**src/rtl/rf_dump_streamer_pkg.sv**
```systemverilog
// Shared definitions for the register-file dump streamer: FSM encoding,
// word/byte geometry and the RF address that maps to PC.
package rf_dump_streamer_pkg;

  typedef enum logic [2:0] {
    ST_IDLE  = 3'd0,
    ST_FETCH = 3'd1,
    ST_SEND  = 3'd2,
    ST_CSUM  = 3'd3,
    ST_DONE  = 3'd4
  } state_e;

  localparam int          DATA_W_DEFAULT = 32;
  localparam int          BYTES_PER_WORD = DATA_W_DEFAULT / 8;
  localparam logic [3:0]  PC_ADDR        = 4'hf;

  function automatic int bytes_per_word(input int width);
    return width / 8;
  endfunction

endpackage

```
**src/rtl/rf_dump_streamer_byte_serializer.sv**
```systemverilog
// Loads one Data_W word and emits it LSB byte first over valid/ready,
// flagging the final byte so the parent can sequence words.
module rf_byte_serializer
  import rf_dump_streamer_pkg::*;
#(
  parameter int Data_W = 32
) (
  input  logic              clock,
  input  logic              reset,
  input  logic              load_i,
  input  logic [Data_W-1:0] word_i,
  input  logic              out_ready_i,
  output logic [7:0]        out_data_o,
  output logic              out_valid_o,
  output logic              last_byte_o,
  output logic              fire_o
);

  localparam int NB = bytes_per_word(Data_W);
  localparam int IW = (NB > 1) ? $clog2(NB) : 1;

  logic [Data_W-1:0] shift_q;
  logic [IW-1:0]     idx_q;
  logic              valid_q;

  assign out_data_o  = shift_q[7:0];
  assign out_valid_o = valid_q;
  assign last_byte_o = (idx_q == IW'(NB - 1));
  assign fire_o      = valid_q & out_ready_i;

  // Load wins over a concurrent transfer: the parent reloads exactly on
  // the edge that consumes the previous word's last byte.
  always_ff @(posedge clock or negedge reset) begin
    if (!reset) begin
      shift_q <= '0;
      idx_q   <= '0;
      valid_q <= 1'b0;
    end else if (load_i) begin
      shift_q <= word_i;
      idx_q   <= '0;
      valid_q <= 1'b1;
    end else if (fire_o) begin
      shift_q <= shift_q >> 8;
      idx_q   <= idx_q + 1'b1;
      if (last_byte_o) valid_q <= 1'b0;
    end
  end

endmodule

```
**src/rtl/rf_dump_streamer.sv**
```systemverilog
// Debug dump engine: walks a register range through one RF read port,
// streams each word as bytes, then appends a running 32-bit checksum.
module rf_dump_streamer
  import rf_dump_streamer_pkg::*;
#(
  parameter int Addr_W = 16,
  parameter int Data_W = 32
) (
  input  logic                       clock,
  input  logic                       reset,
  input  logic                       start,
  input  logic [$clog2(Addr_W)-1:0]  first_addr,
  input  logic [$clog2(Addr_W)-1:0]  last_addr,
  output logic [$clog2(Addr_W)-1:0]  rf_read_addr,
  input  logic [Data_W-1:0]          rf_read_data,
  output logic [7:0]                 out_data,
  output logic                       out_valid,
  input  logic                       out_ready,
  output logic                       busy,
  output logic                       done
);

  localparam int AW = $clog2(Addr_W);

  state_e            state_q;
  logic [AW-1:0]     addr_q;
  logic [AW-1:0]     last_q;
  logic [Data_W-1:0] csum_q;
  logic              busy_q;
  logic              done_q;

  logic              ser_load;
  logic [Data_W-1:0] ser_word;
  logic              ser_last;
  logic              ser_fire;
  logic              word_end;

  assign word_end = ser_fire & ser_last;

  // csum_q already includes the final word when SEND hands over to CSUM.
  always_comb begin
    ser_load = 1'b0;
    ser_word = csum_q;
    if (state_q == ST_FETCH) begin
      ser_load = 1'b1;
      ser_word = rf_read_data;
    end else if (state_q == ST_SEND && word_end && addr_q == last_q) begin
      ser_load = 1'b1;
    end
  end

  rf_byte_serializer #(.Data_W(Data_W)) u_ser (
    .clock       (clock),
    .reset       (reset),
    .load_i      (ser_load),
    .word_i      (ser_word),
    .out_ready_i (out_ready),
    .out_data_o  (out_data),
    .out_valid_o (out_valid),
    .last_byte_o (ser_last),
    .fire_o      (ser_fire)
  );

  always_ff @(posedge clock or negedge reset) begin
    if (!reset) begin
      state_q <= ST_IDLE;
      addr_q  <= '0;
      last_q  <= '0;
      csum_q  <= '0;
      busy_q  <= 1'b0;
      done_q  <= 1'b0;
    end else begin
      case (state_q)
        ST_IDLE: begin
          if (start) begin
            addr_q  <= first_addr;
            last_q  <= last_addr;
            csum_q  <= '0;
            busy_q  <= 1'b1;
            state_q <= ST_FETCH;
          end
        end
        ST_FETCH: begin
          csum_q  <= csum_q + rf_read_data;
          state_q <= ST_SEND;
        end
        ST_SEND: begin
          if (word_end) begin
            if (addr_q == last_q) begin
              state_q <= ST_CSUM;
            end else begin
              addr_q  <= addr_q + 1'b1;
              state_q <= ST_FETCH;
            end
          end
        end
        ST_CSUM: begin
          if (word_end) begin
            done_q  <= 1'b1;
            state_q <= ST_DONE;
          end
        end
        ST_DONE: begin
          done_q  <= 1'b0;
          busy_q  <= 1'b0;
          state_q <= ST_IDLE;
        end
        default: state_q <= ST_IDLE;
      endcase
    end
  end

  assign rf_read_addr = addr_q;
  assign busy         = busy_q;
  assign done         = done_q;

endmodule

```
**config.mk**
```make
export PLATFORM = sky130hd
export DESIGN_NAME = rf_dump_streamer
export DESIGN_NICKNAME = d
export VERILOG_FILES = /design/src/rtl/rf_dump_streamer_pkg.sv /design/src/rtl/rf_dump_streamer_byte_serializer.sv /design/src/rtl/rf_dump_streamer.sv
export SDC_FILE = /design/constraint.sdc
export NUM_CORES = 1
export LEC_CHECK = 0
export ABC_AREA = 1
export BUFFER_PORTS_ARGS = -buffer_cell sky130_fd_sc_hd__buf_4
export CAP_MARGIN = 20
export CORE_AREA = 3 3 121 123
export CTS_CLUSTER_DIAMETER = 50
export DETAILED_ROUTE_END_ITERATION = 6
export DIE_AREA = 0 0 124 126
export PLACE_DENSITY = 0.68
export SETUP_SLACK_MARGIN = 0.5
export SLEW_MARGIN = 20
export SYNTH_ARGS = -nofsm -noshare
export SYNTH_HDL_FRONTEND = slang
export SYNTH_SLANG_ARGS = --single-unit
```
**constraint.sdc**
```tcl
create_clock -name clock -period 2.5 [get_ports clock]
set_input_delay 0.5 -clock clock [delete_from_list [all_inputs] [get_ports clock]]
set_output_delay 0.5 -clock clock [all_outputs]
set_load 0.02 [all_outputs]
```
Word level (Yosys, flattened, before mapping)
Index checks and enable logic that the tools add are counted.
{ "classes": {"n_addsub": 3, "multipliers": 0, "div": 0, "magnitude_cmp": 0, "eq_ne": 10, "shifts": 0, "mux": 25, "bitwise": 2, "reduce_logical": 16} }
{ "ops": {"columns": ["op", "count"], "rows": [
  ["2-to-1 mux 32 bit", 4],
  ["one-hot mux 32 bit (2 select lines)", 1],
  ["adder 32 bit", 1],
  ["2-to-1 mux 4 bit", 3],
  ["one-hot mux 3 bit (4 select lines)", 1],
  ["nonzero test 2 bit", 6],
  ["AND reduction 2 bit", 5],
  ["2-to-1 mux 3 bit", 3],
  ["!= test 2 bit (second input constant)", 4],
  ["one-hot mux 4 bit (2 select lines)", 1],
  ["2-to-1 mux 1 bit", 7],
  ["equality test 3 x 2 -> 1 bit (second input constant)", 2],
  ["2-to-1 mux 2 bit", 3],
  ["adder 4 x 1 -> 4 bit (second input constant)", 1],
  ["equality test 4 bit", 1],
  ["one-hot mux 1 bit (2 select lines)", 2],
  ["AND reduction 4 bit", 1],
  ["equality test 3 x 1 -> 1 bit (second input constant)", 1],
  ["equality test 3 bit (second input constant)", 1],
  ["logical NOT 3 bit", 1],
  ["AND reduction 3 bit", 1],
  ["adder 2 x 1 -> 2 bit (second input constant)", 1],
  ["AND 1 bit", 2],
  ["equality test 2 bit (second input constant)", 1],
  ["logical AND 1 bit", 2]
]} }
{ "totals": {"regBits": 80, "latchBits": 0, "mem_bits_rw": 0, "rom_bits": 0, "in_bits": 44, "out_inout_bits": 15, "elab_cells": 65, "n_memories": 0} }

Logic depth before layout (Yosys ltp)
Gate-level depths: netlist of the first run.
{ "logic_depth": {"ltp_word": 8, "ltp_mapped": 13} }

Modules after synthesis
Synthesis of the first run repeated with hierarchy kept, for this count alone.
{ "hier_totals": {"cells_unflattened": 1031, "hier_area_um2": 6399.9} }
{ "modules_own_cells": {"columns": ["mod", "instances", "cells_each", "area_per_inst_um2", "seq_area_each_um2"], "rows": [
  ["rf_dump_streamer", 1, 798, 4594.4, 1126.1],
  ["rf_byte_serializer", 1, 233, 1805.5, 875.8]
]} }

Worst setup path after synthesis of the first run
No wires, ideal clock.
{ "synth_timing": {"path_type": "input to register", "from": "input rf_read_data[0]", "to": "register csum_q[20]", "setup_time_ns": 0.128, "t_arrival_ns": 1.832, "t_required_ns": 2.372, "setup_slack_ns": 0.540, "path_stages": 13, "path_buffers": 0, "path_cell_list": "ha_1 -> inv_1 -> fa_1 -> inv_1 -> nand3_1 -> nand3_1 -> nand2_1 -> nand3_1 -> nand2_1 -> nand2_1 -> nand2_1 -> nand3_1 -> o21ai_0"} }
{ "synth_via": {"elab_chain_len": 2} }
{ "synth_lines": {"columns": ["element", "line", "text"], "rows": [
  ["start, declared", "rf_dump_streamer.sv:15", "input logic [Data_W-1:0] rf_read_data,"],
  ["adder 32 bit", "rf_dump_streamer.sv:84", "csum_q <= csum_q + rf_read_data;"],
  ["one-hot mux 32 bit (2 select lines)", "rf_dump_streamer.sv:73", "case (state_q)"],
  ["end signal, assigned", "rf_dump_streamer.sv:84", null],
  ["end, declared", "rf_dump_streamer.sv:28", "logic [Data_W-1:0] csum_q;"]
]} }
No other way between the ends.
A chain may end at the register's enable or synchronous reset.

Worst setup path after layout of the first run
{ "layout_timing": {"from": "register csum_q[8]", "to": "register csum_q[14]"} }
{ "layout_via": {"elab_chain_len": 2} }
{ "layout_lines": {"columns": ["element", "line"], "rows": [
  ["adder 32 bit", "rf_dump_streamer.sv:84"],
  ["one-hot mux 32 bit (2 select lines)", "rf_dump_streamer.sv:73"]
]} }
No other way between the ends.

==> out/results.tsv, run 1 <==
metric	value	unit
status	completed	
max_freq	0.526	GHz
irDropWorstVdd	385	µV
r2r-start	csum_q[8]$_DFFE_PN0P_	
wl	17.1	mm
initial_core_util	44.7	%
clock_latency	350	ps
clk_pin_slew	70	ps
drc_errors	0	
finalClockSkew	10.1	ps
rrSetupSlack	600	ps
end_kind	flip-flop	
ys_warn_count	0	
area_delta_synth_final	17.6	%
synth.ff_latch_count	80	
tns	0	ps
num_rows	43	
startpoint	csum_q[8]$_DFFE_PN0P_	
clkSinkCount	80	
grt_use_met2	35.3	%
diodes	0	
overflow	0	
switchingPower	0.00354	W
drt-initial-drc-count	468	
vias	5941	
drv_slew	0	
track_usage	22.3	%
h-tree-depth	3	
seqPwrFrac	28.1	%
holdCritPathClass	input pin to asynchronous set/reset pin	
grt_pass1_wl	27.4	mm
place_ws	222	ps
reg2regPathDepth	10	
final_common_cell	nand2_1	
grt_pass1_vias	5466	
p_leak	4.13	nW
use_met3	3.19	%
cp-start-kind	flip-flop	
nets	1088	
hold_ws	102	ps
firstDrtPassIters	5	
detail-route-antenna-nets	0	
setup_slack	601	ps
rr_endpoint	csum_q[14]$_DFFE_PN0P_	
die_height	126	µm
worstSetupPathType	flip-flop to flip-flop	
cts_tree	yes	
most-common-layout-cells	nand2_1, inv_1, nand3_1	
avgViaCountPerCell	4.97	
cap_violations	0	
avgSynthCellArea	6.45	µm²
rsz0062_at_grt	true	
finalCritPeriodShare	76.0	%
finalSetupViolCount	0	
maxSlewHeadroom	61.1	%
cp.arrival	2130	ps
place_congestion	0.896	
synthCells	954	
die-area	15600	µm²
yosysSeqAreaShare	32.5	%
syn-cell-area	6160	µm²
antenna_found_initial	0	
n_fill_cell	1432	
hpwl	12.7	mm
hold_viol	0	
io_pins	59	
swShare	46.0	%
fp.dieW	124	µm
period_minus_slack	1900	ps
syn-num-nets	1032	
worstPathRequired	2730	ps
core	13800	µm²
root_buffer	clkbuf_16	
grt_util_met1	32.4	%
worst_slew_pin_slew	583	ps
hold_buffers	0	
crit_fanout	5	
cts_made_buffers	9	
drive_gt1_share	14.6	%
synth.distinct_cells	36	
p_int	0.00415	W
cts_buffer_depth	2	
grt_start_max_net_pins	55	
top_usage_layer	met2	
port_buffers	58	
power_density	1060	nW/µm²
p_clk_share	17.6	%
wl_per_cell	14.3	µm
power_frac_comb	54.4	%
## worst max-delay path, cell delays in order (launching register included)
cell and delay (ps):
dfrtp_1 390, ha_1 360, nand2_1 140, inv_1 60, nand2_1 60, nand2_1 60
a21oi_1 170, nand2_2 120, or2_2 290, nand3_1 90, nand2_1 50
## Yosys cell counts
cell type  instances  area (µm²)
nand4_1            3        18.8
o31ai_1            1        7.51
nand3_1           85         425
ha_1              33         413
a22o_1             1        8.76
buf_4             13        97.6
o211ai_1          13        97.6
xor2_1             8        70.1
a211o_1            1        8.76
nand2_1          379        1420
nor2_1            52         195
mux2_2             8        90.1
inv_4              1        6.26
inv_1            149         559
fa_1               1        20.0
nand2_2            1        6.26
xnor2_1            4        35.0
clkbuf_1           7        26.3
or2_2             12        75.1
nor2_4             1        11.3
buf_1              1        3.75
mux2i_1            3        30.0
o21ai_0           32         160
dfrtp_1           80        2000
o22ai_1            6        37.5
nor2_2             2        12.5
a21o_1             1        7.51
inv_2              2        7.51
o21ai_1            7        35.0
buf_6              1        11.3
o21bai_1           3        22.5
nor3_1             8        40.0
buf_2              7        35.0
nor3_4             1        16.3
a21oi_1           26         130
nand2_4            1        11.3
## flip-flops by register name, indices dropped and copies added (netlist names), 2 cells and up
register	count
u_ser.idx_q	2
u_ser.shift_q	32
csum_q	32
state_q	3
rf_read_addr	4
last_q	4
## power by group through the flow
stage | Sequential (W) | Combinational, W | Clock (W)
finish | 0.00216 | 0.00418 | 0.00135
global route | 0.00222 | 0.00475 | 0.00142
CTS | 0.00214 | 0.00397 | 0.00136
detailed placement | 0.00216 | 0.00393 | 0
global placement | 0.00214 | 0.00388 | 0
floorplan | 0.00211 | 0.00297 | 0
## worst max path at each step
stage / to / slack, ps / cells after the start
3_5_place_dp: csum_q[20]$_DFFE_PN0P_ / 220 / 14
4_1_cts: csum_q[16]$_DFFE_PN0P_ / 500 / 13
6_report: csum_q[14]$_DFFE_PN0P_ / 600 / 10
3_3_place_gp: csum_q[20]$_DFFE_PN0P_ / 260 / 14
2_1_floorplan: csum_q[20]$_DFFE_PN0P_ / 540 / 13
5_1_grt: u_ser.shift_q[15]$_DFFE_PN0P_ / 470 / 9
## cell type report
type | count | area [µm²] | area share (%)
Multi-Input combinational cell | 694 | 3560 | 49.2
Sequential cell | 80 | 2000 | 27.7
Inverter | 152 | 577 | 7.97
Timing Repair Buffer | 72 | 573 | 7.92
Clock buffer | 11 | 233 | 3.21
Tap cell | 180 | 225 | 3.11
Clock inverter | 5 | 56.3 | 0.778
Timing Repair inverter | 1 | 7.51 | 0.104
## kinds of logic (layout without fill, tap and decap cells)
kind of cell               count (synthesis)  in the layout  synth area share, %
AOI/OAI and AO/OA                         91             91                 8.37
xor gates and xnor gates                  12             12                 1.71
adders and majority gates                 34             34                 7.03
buffers and inverters                    181            241                 12.1
DFF                                       80             80                 32.5
muxes                                     11             11                 1.95
and+or+nand+nor                          545            546                 36.3
## stage by stage
stage | utilization (%) | std cells | power, W | cell area (µm²)
global placement | 48.9 | 1171 | 0.00602 | 6730
finish | 52.6 | 1195 | 0.00770 | 7240
floorplan | - | 954 | 0.00507 | 6160
CTS | 51.1 | 1187 | 0.00747 | 7040
detailed placement | 48.9 | 1171 | 0.00609 | 6730
global route | 52.6 | 1195 | 0.00839 | 7240
## layer usage
layer | share of wire, % | vias to the layer above
met5 | 0 | -
met3 | 4.7 | 17
li1 | - | 3087
met1 | 48 | 2688
met2 | 46 | 149
met4 | 1.6 | 0
## repair_timing
item / 4_1_cts / 5_1_grt
gates cloned: 0 / 2
setup buffers: 0 / 6
setup endpoints to repair: 10 / 58
pin swaps: 0 / 4
gates resized for setup: 4 / 33
No activity file was read; power rests on OpenSTA's default activity.
==> inputs of run 2 (changes only) <==
--- a/config.mk
+++ b/config.mk
@@ -5,13 +5,13 @@
 export SDC_FILE = /design/constraint.sdc
 export NUM_CORES = 1
 export LEC_CHECK = 0
-export ABC_AREA = 1
+export ABC_AREA = 0
 export BUFFER_PORTS_ARGS = -buffer_cell sky130_fd_sc_hd__buf_4
 export CAP_MARGIN = 20
-export CORE_AREA = 3 3 121 123
+export CORE_AREA = 3 3 112 114
 export CTS_CLUSTER_DIAMETER = 50
 export DETAILED_ROUTE_END_ITERATION = 6
-export DIE_AREA = 0 0 124 126
+export DIE_AREA = 0 0 115 117
 export PLACE_DENSITY = 0.68
 export SETUP_SLACK_MARGIN = 0.5
 export SLEW_MARGIN = 20
==> constraint.sdc (replaced) <==
create_clock -name clock -period 2 [get_ports clock]
set_input_delay 0.4 -clock clock [delete_from_list [all_inputs] [get_ports clock]]
set_output_delay 0.4 -clock clock [all_outputs]
set_load 0.02 [all_outputs]
==> run 2 against run 1 <==
Effect of this change:
- the flow now finishes with violations (setup timing)
- sequential share of layout area is 4.5 points lower
- synthesized cell count is 37% lower
- total power is 78% higher
- largest power group unchanged
- combinational power rose by 110%
- hold slack worse by 100 ps
- via count shrank 2.0%
- cell area is 20% higher
- global-route usage rose by 6.2 points
- clock skew decreased by 0.64 ps
- cell count down 18%
- largest cell class unchanged
- highest routed layer unchanged
- sequential power up 43%
- first-iteration DRC count is 2.4% higher
==> out/results.tsv, run 2 <==
metric	value	unit
placed_cells	901	
cp.arrival	2980	ps
worstSetupPathType	flip-flop to flip-flop	
finalClockSkew	9.48	ps
grt_start_max_net_pins	46	
firstDrtPassIters	5	
synth.ff_latch_count	80	
synth.distinct_cells	58	
finalSetupViolCount	51	
clk_pin_slew	70	ps
clock_latency	360	ps
holdCritPathClass	input pin to asynchronous set/reset pin	
hold_viol	0	
synth.top_cell.area_share	38.7	%
die_height	117	µm
place_congestion	0.958	
critPathBufInv	1	
final_common_cell	buf_4	
die-area	13500	µm²
syn-num-nets	680	
cts_made_buffers	9	
cp_top_family	compound AO/OA/AOI/OAI gates	
rr_endpoint	csum_q[12]$_DFFE_PN0P_	
crit_chain	ha_4 > inv_2 > fa_2 > nor2b_4 > o31a_1 > or4_4 > a31o_1 > a21o_1 > a21o_1 > a21oi_2 > xor2_1 > o22ai_1	
synth_area_leader_cell	dfrtp_1	
synth.cells.most_frequent	nand2_1, dfrtp_1, nor2_1	
irDropWorstVdd	681	µV
max_freq	0.365	GHz
hold_ws	1.62	ps
port_buffers	58	
vias	5825	
design_area	8670	µm²
syn-cell-area	5180	µm²
rrSetupSlack	-740	ps
most-common-layout-cells	buf_4, nand2_1, dfrtp_1	
area_delta_synth_final	67.4	%
num_rows	39	
diodes	0	
worstPathRequired	2240	ps
overflow	0	
crit_fanout	3	
drt-initial-drc-count	479	
antenna_found_initial	0	
rsz0062_at_grt	true	
synth_flop_cell	dfrtp_1	
slowest_stage	or4_4	
async_reset_ff_share	100	%
wl_per_cell	21.1	µm
nets	906	
end_kind	flip-flop	
place_area	7040	µm²
cts_tree	yes	
io_pins	59	
reg_top3	csum_q (32), u_ser.shift_q (32)	
synth-edff-count	0	
grt_pass1_wl	29.8	mm
finalNonFillerCells	976	
crit_path_frequent_cell	a21o_1	
detail-route-antenna-nets	0	
avgSynthCellArea	8.60	µm²
wl	20.6	mm
root_buffer	clkbuf_16	
hpwl	12.0	mm
cap_violations	0	
drive_gt1_share	50.8	%
cts_buffer_depth	2	
initial_core_util	45.0	%
drc_errors	0	
fp.dieW	115	µm
ys_top_cells_by_area	dfrtp_1, ha_1, nand2_1	
setup_slack	-739	ps
yosysSeqAreaShare	38.7	%
cp-start-kind	flip-flop	
maxSlewHeadroom	67.7	%
max_stage_delay	420	ps
fin_util	75.3	%
core	11500	µm²
r2r-start	csum_q[0]$_DFFE_PN0P_	
h-tree-depth	3	
status	finished, violations left	
grt_pass1_vias	5920	
track_usage	28.6	%
clkSinkCount	80	
period_minus_slack	2740	ps
failed_checks	setup timing	
power_density	1580	nW/µm²
avgViaCountPerCell	5.97	
ys_warn_count	0	
drv_slew	0	
synthCells	602	
n_fill_cell	714	
post-synth-top-count-cell	nand2_1	
worst_slew_pin_slew	479	ps
finalCritPeriodShare	137	%
place_ws	-870	ps
p_leak	4.03	nW
reg2regPathDepth	12	
[run 2: cell types whose count changed in the layout (fill, tap and decap cells not counted), sizes merged, moves of 17 or more]
cell / before / now
inv: 152 / 18
nand2: 381 / 92
nand3: 85 / 3
a31oi: 0 / 19
a21oi: 26 / 52
o22ai: 6 / 23
buf: 72 / 253
[run 2: kinds of logic after synthesis]
kind of cell / after synthesis / synth area share (%)
simple gates: 184 / 15.3
mux: 6 / 1.26
flops: 80 / 38.7
fa+ha+maj: 34 / 8.36
xor+xnor: 29 / 4.91
buf+inv: 57 / 4.71
compound gates: 212 / 26.8
[run 2: layout make-up]
type	count	area (µm²)	area share, %
clock buffers	13	260	3.00
repair buffers	253	2270	26.1
well taps	143	179	2.06
inverters	18	67.6	0.779
clock inverters	3	40.0	0.462
flip-flops and latches	80	2010	23.2
multi-input cells	466	3840	44.3
[run 2: layer usage]
| layer | wire (µm) | vias up | share of wire [%] | global-route usage, % |
|---|---|---|---|---|
| met5 | 0 | - | 0 | 0 |
| met4 | 988 | 0 | 4.8 | 14.9 |
| met3 | 1120 | 79 | 5.4 | 6.22 |
| met2 | 10300 | 220 | 50 | 48.3 |
| met1 | 8230 | 2889 | 40 | 34.2 |
| li1 | - | 2637 | - | - |
[run 2: timing repair]
item,4_1_cts,5_1_grt
gates resized for setup,101,68
gates cloned,4,0
hold buffers,0,0
pin swaps,50,50
setup endpoints to repair,75,78
buffers inserted,34,21
[run 2: worst max-delay path by stage]
stage / end / slack, ps / cells after the start / start
6_report: csum_q[12]$_DFFE_PN0P_ / -740 / 12 / csum_q[0]$_DFFE_PN0P_
5_1_grt: csum_q[12]$_DFFE_PN0P_ / -810 / 12 / csum_q[0]$_DFFE_PN0P_
4_1_cts: csum_q[12]$_DFFE_PN0P_ / -640 / 12 / csum_q[0]$_DFFE_PN0P_
3_5_place_dp: csum_q[29]$_DFFE_PN0P_ / -870 / 12 / rf_read_data[7]
3_3_place_gp: csum_q[23]$_DFFE_PN0P_ / -790 / 11 / rf_read_data[1]
2_1_floorplan: csum_q[12]$_DFFE_PN0P_ / -540 / 12 / csum_q[0]$_DFFE_PN0P_
[run 2: stage by stage]
stage                     total power (W)  setup TNS, ps
after floorplan                   0.00716          -5460
after global placement            0.00950         -12340
after detailed placement          0.00973         -13690
after CTS                          0.0124          -9610
after global routing               0.0144         -17220
final                              0.0137         -13100
[run 2: where the power goes]
group	switching, W	total [W]	internal, W
registers	0.000720	0.00308	0.00236
clock network	0.000719	0.00175	0.00103
logic	0.00432	0.00887	0.00455
==> inputs of run 3 (changes only) <==
--- a/config.mk
+++ b/config.mk
@@ -12,6 +12,7 @@
 export CTS_CLUSTER_DIAMETER = 50
 export DETAILED_ROUTE_END_ITERATION = 6
 export DIE_AREA = 0 0 115 117
+export HOLD_SLACK_MARGIN = 0.12
 export PLACE_DENSITY = 0.68
 export SETUP_SLACK_MARGIN = 0.5
 export SLEW_MARGIN = 20
==> run 3 against run 2 <==
Effect of this change:
- the run still ends with setup timing left
- sequential power barely moved
- maximum frequency rose by 0.13%
- die area did not move
- via count rose by 0.67%
==> out/results.tsv, run 3 (synthesis results as in run 2) <==
metric	value	unit
status	finished, violations left	
failed_checks	setup timing	
detail-route-antenna-nets	0	
irDropWorstVdd	682	µV
vias	5864	
drt-met1-wl	8.06	mm
io_pins	59	
initial_core_util	45.0	%
cts_buffer_depth	2	
grt_pass1_vias	5920	
worstPathRequired	2240	ps
place_congestion	0.958	
period_minus_slack	2740	ps
setup_slack	-735	ps
maxSlewHeadroom	67.2	%
cts_tree	yes	
n_fill_cell	715	
met2RoutedLength	10.1	mm
track_usage	28.6	%
p_leak	4.03	nW
p_total	0.0137	W
crit_chain	ha_4 > inv_2 > fa_2 > nor2b_4 > o31a_1 > or4_4 > a31o_1 > a21o_1 > a21o_1 > a21oi_2 > xor2_1 > o22ai_1	
highest_layer	met4	
grt_start_max_net_pins	46	
critPathBufInv	1	
worstSetupPathType	flip-flop to flip-flop	
power_density	1580	nW/µm²
clkSinkCount	80	
nets	907	
clk_pin_slew	70	ps
finalCritPeriodShare	137	%
clock_latency	360	ps
rsz0062_at_grt	true	
most-common-layout-cells	buf_4, nand2_1, dfrtp_1	
end_kind	flip-flop	
die_height	117	µm
fin_util	75.4	%
drv_slew	0	
root_buffer	clkbuf_16	
tns	-13100	ps
drive_gt1_share	50.7	%
cp-start-kind	flip-flop	
h-tree-depth	3	
area_delta_synth_final	67.6	%
final_common_cell	buf_4	
cp_top_family	compound AO/OA/AOI/OAI gates	
crit_fanout	3	
die-area	13500	µm²
cts_made_buffers	9	
slowest_stage	or4_4	
diodes	0	
cp.arrival	2970	ps
avgViaCountPerCell	6.00	
port_buffers	58	
worst_slew_pin_slew	491	ps
crit_path_frequent_cell	a21o_1	
max_stage_delay	420	ps
cap_violations	0	
core	11500	µm²
wl	20.5	mm
grt_pass1_wl	29.8	mm
max_freq	0.366	GHz
finalClockSkew	9.45	ps
firstDrtPassIters	4	
antenna_found_initial	0	
fp.dieW	115	µm
hold_ws	279	ps
hold_viol	0	
drc_errors	0	
holdCritPathClass	input pin to flip-flop	
finalSetupViolCount	50	
overflow	0	
place_ws	-870	ps
hpwl	12.0	mm
route.met3.wl	1.26	mm
wl_per_cell	21.0	µm
drt-initial-drc-count	474	
reg_top3	csum_q (32), u_ser.shift_q (32)	
rrSetupSlack	-740	ps
num_rows	39	
==> run 3: worst paths after layout <==
| kind | from | end | cells after the start |
|---|---|---|---|
| worst max-delay path | csum_q[0]$_DFFE_PN0P_ | csum_q[12]$_DFFE_PN0P_ | 12 |
| worst max register to register | csum_q[0]$_DFFE_PN0P_ | csum_q[12]$_DFFE_PN0P_ | 12 |
| worst min-delay path | last_addr[2] | last_q[2]$_DFFE_PN0P_ | 2 |
| worst min register to register | u_ser.shift_q[27]$_DFFE_PN0P_ | u_ser.shift_q[27]$_DFFE_PN0P_ | 2 |
| min in group asynchronous | reset | busy$_DFFE_PN0P_ | 2 |
| max in group asynchronous | reset | csum_q[14]$_DFFE_PN0P_ | 3 |
==> run 3: metal layers <==
layer  vias to the layer above  GRT usage (%)
met5                         -              0
met4                         0           14.9
met3                        88           6.22
met2                       262           48.3
met1                      2878           34.2
li1                       2636              -
==> run 3: final cells by class <==
cell class / count / area [µm²] / area share (%)
Clock buffer: 13 / 260 / 3.00
Clock inverter: 3 / 40.0 / 0.461
Inverter: 18 / 67.6 / 0.779
Multi-Input combinational cell: 466 / 3840 / 44.3
Sequential cell: 80 / 2010 / 23.2
Tap cell: 143 / 179 / 2.06
Timing Repair Buffer: 254 / 2280 / 26.2
==> run 3: repair_timing <==
| action | CTS | global route |
|---|---|---|
| endpoints found under the hold margin | 31 | 0 |
| buffers inserted | 34 | 21 |
| hold buffers | 1 | 0 |
| gates resized for setup | 101 | 68 |
| pin swaps | 50 | 50 |
| gates cloned | 4 | 0 |
| endpoints found under the setup margin | 75 | 78 |
==> run 3: power by group <==
group / leakage (nW) / internal (W) / switching [W]
combinational: 2.88 / 0.00455 / 0.00432
sequential: 1.01 / 0.00236 / 0.000718
clock: 0.150 / 0.00103 / 0.000714
==> run 3: per-stage QoR <==
step / instance area, µm² / cells
floorplan: 5610 / 602
global placement: 7040 / 901
detailed placement: 7040 / 901
CTS: 8180 / 956
global route: 8680 / 977
finish: 8680 / 977
